## src/rtl/muldiv_unit.sv

```systemverilog
// Multi-cycle multiply/divide unit holding the MIPS HI/LO pair.
// Shift-add multiply and restoring divide run on magnitudes; FIX applies signs.
module muldiv_unit #(
    parameter int WIDTH = 32
) (
    input  logic             clk,
    input  logic             reset,
    input  logic             start,
    input  logic [2:0]       op,
    input  logic [WIDTH-1:0] a,
    input  logic [WIDTH-1:0] b,
    output logic             busy,
    output logic             done,
    output logic             div_by_zero,
    output logic [WIDTH-1:0] hi,
    output logic [WIDTH-1:0] lo
);

    typedef enum logic [1:0] {IDLE, MUL, DIV, FIX} state_t;

    localparam logic [2:0] OP_MULT  = 3'b000;
    localparam logic [2:0] OP_MULTU = 3'b001;
    localparam logic [2:0] OP_DIV   = 3'b010;
    localparam logic [2:0] OP_DIVU  = 3'b011;
    localparam logic [2:0] OP_MTHI  = 3'b100;
    localparam logic [2:0] OP_MTLO  = 3'b101;

    localparam int            CW   = $clog2(WIDTH);
    localparam logic [CW-1:0] LAST = CW'(WIDTH - 1);

    state_t             state, state_next;
    logic [CW-1:0]      count;
    logic [2*WIDTH-1:0] acc;      // mul: {partial, multiplier}; div: {remainder, quotient}
    logic [WIDTH-1:0]   opnd;     // multiplicand or divisor magnitude
    logic [WIDTH-1:0]   a_raw;
    logic               is_div, neg_lo, neg_hi, zero_div;

    logic               a_neg, b_neg;
    logic [WIDTH-1:0]   a_mag, b_mag;
    logic [WIDTH:0]     mul_sum;
    logic [WIDTH:0]     div_shift;
    logic [WIDTH-1:0]   div_diff;
    logic               div_ge;
    logic [2*WIDTH-1:0] prod;
    logic [WIDTH-1:0]   quo, rem;

    // Even op codes are the signed variants.
    assign a_neg = ~op[0] & a[WIDTH-1];
    assign b_neg = ~op[0] & b[WIDTH-1];
    assign a_mag = a_neg ? -a : a;
    assign b_mag = b_neg ? -b : b;

    assign mul_sum   = {1'b0, acc[2*WIDTH-1:WIDTH]} + (acc[0] ? {1'b0, opnd} : '0);
    assign div_shift = {acc[2*WIDTH-1:WIDTH], acc[WIDTH-1]};
    assign div_ge    = div_shift >= {1'b0, opnd};
    // The difference is always below the divisor, so the low bits are exact.
    assign div_diff  = div_shift[WIDTH-1:0] - opnd;

    assign prod = neg_lo ? -acc : acc;
    assign quo  = neg_lo ? -acc[WIDTH-1:0] : acc[WIDTH-1:0];
    assign rem  = neg_hi ? -acc[2*WIDTH-1:WIDTH] : acc[2*WIDTH-1:WIDTH];

    assign busy = (state != IDLE);

    always_ff @(posedge clk or posedge reset) begin
        if (reset) state <= IDLE;
        else       state <= state_next;
    end

    always_comb begin
        // NOTE: default first so every path assigns state_next and no latch is inferred.
        state_next = state;
        case (state)
            IDLE: begin
                if (start) begin
                    case (op)
                        OP_MULT, OP_MULTU: state_next = MUL;
                        OP_DIV, OP_DIVU:   state_next = DIV;
                        default:           state_next = IDLE;
                    endcase
                end
            end
            MUL:     if (count == LAST) state_next = FIX;
            DIV:     if (count == LAST) state_next = FIX;
            FIX:     state_next = IDLE;
            default: state_next = IDLE;
        endcase
    end

    always_ff @(posedge clk or posedge reset) begin
        if (reset) begin
            count       <= '0;
            acc         <= '0;
            opnd        <= '0;
            a_raw       <= '0;
            is_div      <= 1'b0;
            neg_lo      <= 1'b0;
            neg_hi      <= 1'b0;
            zero_div    <= 1'b0;
            hi          <= '0;
            lo          <= '0;
            done        <= 1'b0;
            div_by_zero <= 1'b0;
        end else begin
            done <= 1'b0;
            case (state)
                IDLE: begin
                    if (start) begin
                        case (op)
                            OP_MULT, OP_MULTU: begin
                                acc    <= {{WIDTH{1'b0}}, b_mag};
                                opnd   <= a_mag;
                                is_div <= 1'b0;
                                neg_lo <= a_neg ^ b_neg;
                                neg_hi <= 1'b0;
                                count  <= '0;
                            end
                            OP_DIV, OP_DIVU: begin
                                acc      <= {{WIDTH{1'b0}}, a_mag};
                                opnd     <= b_mag;
                                is_div   <= 1'b1;
                                neg_lo   <= a_neg ^ b_neg;
                                neg_hi   <= a_neg;
                                zero_div <= (b == '0);
                                a_raw    <= a;
                                count    <= '0;
                            end
                            OP_MTHI: begin
                                hi   <= a;
                                done <= 1'b1;
                            end
                            OP_MTLO: begin
                                lo   <= a;
                                done <= 1'b1;
                            end
                            default: ;
                        endcase
                    end
                end
                MUL: begin
                    acc   <= {mul_sum, acc[WIDTH-1:1]};
                    count <= count + 1'b1;
                end
                DIV: begin
                    acc   <= {(div_ge ? div_diff : div_shift[WIDTH-1:0]), acc[WIDTH-2:0], div_ge};
                    count <= count + 1'b1;
                end
                FIX: begin
                    done <= 1'b1;
                    if (is_div) begin
                        div_by_zero <= zero_div;
                        if (zero_div) begin
                            lo <= '1;
                            hi <= a_raw;
                        end else begin
                            lo <= quo;
                            hi <= rem;
                        end
                    end else begin
                        hi <= prod[2*WIDTH-1:WIDTH];
                        lo <= prod[WIDTH-1:0];
                    end
                end
                default: ;
            endcase
        end
    end

endmodule

```

## config.mk

```make
export PLATFORM = sky130hd
export DESIGN_NAME = muldiv_unit
export DESIGN_NICKNAME = d
export VERILOG_FILES = /design/src/rtl/muldiv_unit.sv
export SDC_FILE = /design/constraint.sdc
export NUM_CORES = 1
export LEC_CHECK = 0
export CORE_MARGIN = 2
export CORE_UTILIZATION = 28
export CTS_CLUSTER_DIAMETER = 40
export DETAILED_ROUTE_END_ITERATION = 8
export GPL_TIMING_DRIVEN = 0
export PLACE_DENSITY = 0.51
export SYNTH_ARGS = -nofsm -noshare
export SYNTH_HDL_FRONTEND = slang
export SYNTH_SLANG_ARGS = --single-unit
```

## constraint.sdc

```tcl
create_clock -name clk -period 7.8 [get_ports clk]
set_clock_uncertainty 0.15 [all_clocks]
set_input_delay 0.78 -clock clk [delete_from_list [all_inputs] [get_ports clk]]
set_output_delay 0.78 -clock clk [all_outputs]
set_load 0.1 [all_outputs]
```

==> impl_summary.log <==
INFO  metric outcome = finished, final reports clean
INFO  metric core_region_area = 61600 µm²
INFO  metric fp.dieH = 253 µm
INFO  metric grt.overflow.total = 0
INFO  metric worst_hold_start = lo[22]
INFO  metric min_path_type = reg -> reg
INFO  metric crit_slowest_cell = sky130_fd_sc_hd__a2111oi_0
INFO  metric yosysWarnings = 0
INFO  metric antenna_found_initial = 1
INFO  metric final_period_minus_worst_setup_slack = slightly above 5 ns
INFO  metric reg2reg_from = acc[0]
INFO  metric synthDominantCellAreaShare = between 20% and 30%
INFO  metric fmax = slightly below 200 MHz
INFO  metric post_synth.cell_area_avg = roughly 7.7 µm²
INFO  metric crit_chain = inv_1 > clkbuf_1 > nor2_1 > ha_1 > nand2b_1 > a21oi_1 > a2111oi_0 > o31ai_1 > a31oi_1 > a31oi_1 > a31oi_1 > mux2_2 > a31oi_1
INFO  metric cts.repair_timing.setup_buffer_count = 0
INFO  metric clkTransAtPathRegs = roughly 0.050 ns
INFO  metric effective_utilization_at_floorplan = 28.2%
INFO  metric setup.worst_path.start = acc[0]
INFO  metric final_instance_area = around 21000 µm²
INFO  metric synth_edf_count = 0
INFO  metric critical-path-top-cell-by-count = sky130_fd_sc_hd__a31oi_1
INFO  metric critical_path_arrival = 5.48 ns
INFO  metric post_synth_instance_area = between 15000 and 20000 µm²
INFO  metric drc = 0
INFO  metric vias_in_the_first_global_route = roughly 18000
INFO  metric synthDistinctLibCells = 81
INFO  metric cts_inserted_buffers = 44
INFO  metric drt_pass1_iterations = 5
INFO  metric rr_endpoint = acc[61]
INFO  metric criticalPathCategory = reg -> reg
INFO  metric grt_pass1_wl = 122000 µm
INFO  metric crit_path_max_incr_delay = about 0.67 ns
INFO  metric reg2reg_slack = between 2 and 3 ns
INFO  metric post_route_cells_drive_above_1_share = 5.64%
INFO  metric worst_setup_path_end_kind = flip-flop
INFO  metric fin_ws = around 2.7 ns
INFO  metric tritoncts = yes
INFO  metric synth_area_leader_cell = sky130_fd_sc_hd__dfrtp_1
INFO  metric postSynthCellCount = between 2000 and 2500
INFO  metric place_hpwl = 67000 µm
INFO  metric ys_seq_area_share = roughly 29%
INFO  metric yosys_register_bits = between 200 and 250
INFO  metric grt_max_degree = 116
INFO  metric final_min_period_over_clock_period = 65.8%
INFO  metric worstPathMaxFanout = 10
INFO  metric setup_crit_start_kind = flip-flop
INFO  metric clock_insertion_delay_at_the_later_pin_of_the_skew_report = slightly below 0.6 ns
INFO  metric layout-area-overhead-vs-synth = 23.1%
INFO  metric layoutNonFillerInstCount = 3305
INFO  metric placed_area = 19800 µm²
INFO  metric final_max_slew_viol_count = 0
INFO  metric final_cell_mix = sky130_fd_sc_hd__nand2_1 (245), sky130_fd_sc_hd__o21ai_0 (206), sky130_fd_sc_hd__dfrtp_1 (205), sky130_fd_sc_hd__a21oi_1 (203), sky130_fd_sc_hd__nor2_1 (195)
INFO  metric detail_route.wl_per_cell = between 20 and 30 µm
INFO  metric hold_viol = 0
INFO  metric cts-resized-gates = 0
INFO  metric total_negative_setup_slacks = 0 ns
INFO  metric worst_slew_margin = between 10% and 20%
INFO  metric setup_viol_count_final = 0
INFO  metric pre_cts_slack = about 2.7 ns
INFO  metric syn-num-nets = 2397
INFO  metric reg2regPathDepth = 13
INFO  metric fillerInstances = ~6600
INFO  metric detail_route.wirelength = 84300 µm
INFO  metric cts_hold_buffers = 0
INFO  metric viasPerCell = between 5 and 6
INFO  metric io_pins = 137
INFO  metric place.gp.congestion = approximately 0.97
INFO  metric dieArea = between 60000 and 70000 µm²
INFO  metric number_of_levels_in_the_clock_h_tree = 2
INFO  metric asyncSetResetFlopFracSynth = between 90% and 100%
INFO  metric clock-sinks = about 200
INFO  metric port-buffer-count = ~130
INFO  metric critical_path_required_time = ~8 ns
INFO  metric detail_route.iter0.violations = 1843
INFO  metric drv.max_cap_violation_count = 0
INFO  metric vias = 18700
INFO  metric hold_path_sink = lo[22]
INFO  metric postRouteAntennaNets = 0
INFO  metric mostFrequentLayoutCell = sky130_fd_sc_hd__nand2_1
INFO  metric ys_dominant_reg_cell = sky130_fd_sc_hd__dfrtp_1
INFO  metric synth.area.top_cells = sky130_fd_sc_hd__dfrtp_1 (29%), sky130_fd_sc_hd__o21ai_0 (5.9%), sky130_fd_sc_hd__a21oi_1 (5.8%)
INFO  metric tightestPinTransition = ~1.2 ns
INFO  metric min_delay_path_depth = 2
INFO  metric horizontal_die_dimension = approximately 250 µm
INFO  metric cts-root-to-sink-buffers = 3
INFO  metric groute.usage.overall = approximately 26%
INFO  metric finalNetCount = between 2000 and 3000
INFO  metric placement_row_count = 91
INFO  metric numPlacedInstances = around 3200
INFO  metric setup_repair_after_global_routing_missed_its_margin = false
INFO  metric cts_root_buffer = sky130_fd_sc_hd__clkbuf_16
==> cell usage after synthesis, drive strengths merged, types with 20 or more instances <==
cell	instances
nand3	33
ha	75
mux2	34
or3	20
o211ai	21
o21ai	269
mux2i	31
o31ai	31
nor3	54
buf	23
a31oi	30
clkbuf	143
or4	22
nand2b	24
a21o	43
xnor2	109
inv	68
xor2	64
nand2	245
o22ai	32
nor2	196
a221o	21
a21oi	203
dfrtp	205
==> worst max-delay path, delay by kind of cell (launching register included) <==
family	cells	cell delay [ns]
adders and majority gates	1	0.36
buffers and inverters	2	0.80
muxes	1	0.37
AOI/OAI and AO/OA	7	2.54
and+or+nand+nor	2	0.29
DFF	1	0.51
==> stage by stage <==
step,hold WS [ns],util [%]
4_1_cts,0.333,34.8
3_3_place_gp,0.316,32.1
5_1_grt,0.351,34.8
2_1_floorplan,0.299,-
3_5_place_dp,0.320,32.2
6_report,0.328,34.8
==> how the worst max path moves through the flow <==
stage,endpoint,slack [ns],cells after the start
floorplan,a_raw[0],1.27,1
global placement,acc[47],-2.11,2
detailed placement,acc[61],2.74,13
CTS,acc[61],2.74,13
global route,acc[61],2.30,13
finish,acc[61],2.67,13
==> logic make-up (layout without fill, tap and decap cells) <==
logic type	after synthesis	count (layout)	share of synthesized area, %
compound gates	784	784	27.7
simple gates	709	709	19.2
buf+inv	237	453	5.20
flops	205	205	29.5
xor+xnor	173	173	8.71
fa+ha+maj	77	77	5.62
mux	65	65	3.98
other cells	0	2	0
==> cell type report <==
cell class	count	area, µm²	share of cell area [%]
sequential	205	5130	24.0
antenna	2	5.00	0.0234
timing repair buffer	134	1360	6.34
tap	837	1050	4.89
clock inverter	30	412	1.92
buffer	166	638	2.98
multi-input combinational	1808	11400	53.0
inverter	71	274	1.28
clock buffer	52	1190	5.56
==> state kept, by name, summed over array words and instances, names as in the netlist <==
signal,flops
count,5
neg_lo,1
a_raw,32
acc,64
lo,32
zero_div,1
div_by_zero,1
opnd,32
state,2
hi,32
done,1
neg_hi,1
is_div,1
==> routing by layer <==
metal / vias to the layer above / global-route usage [%] / routed length [µm]
li1: 8548 / - / -
met1: 9136 / 36.7 / 38600
met2: 878 / 38.6 / 36000
met3: 146 / 4.68 / 6570
met4: 0 / 9.20 / 3120
met5: - / 0 / 0
Power is left out: the tool's default activity adds up to more than one toggle a clock period on the data nets, which glitch-free logic cannot reach.
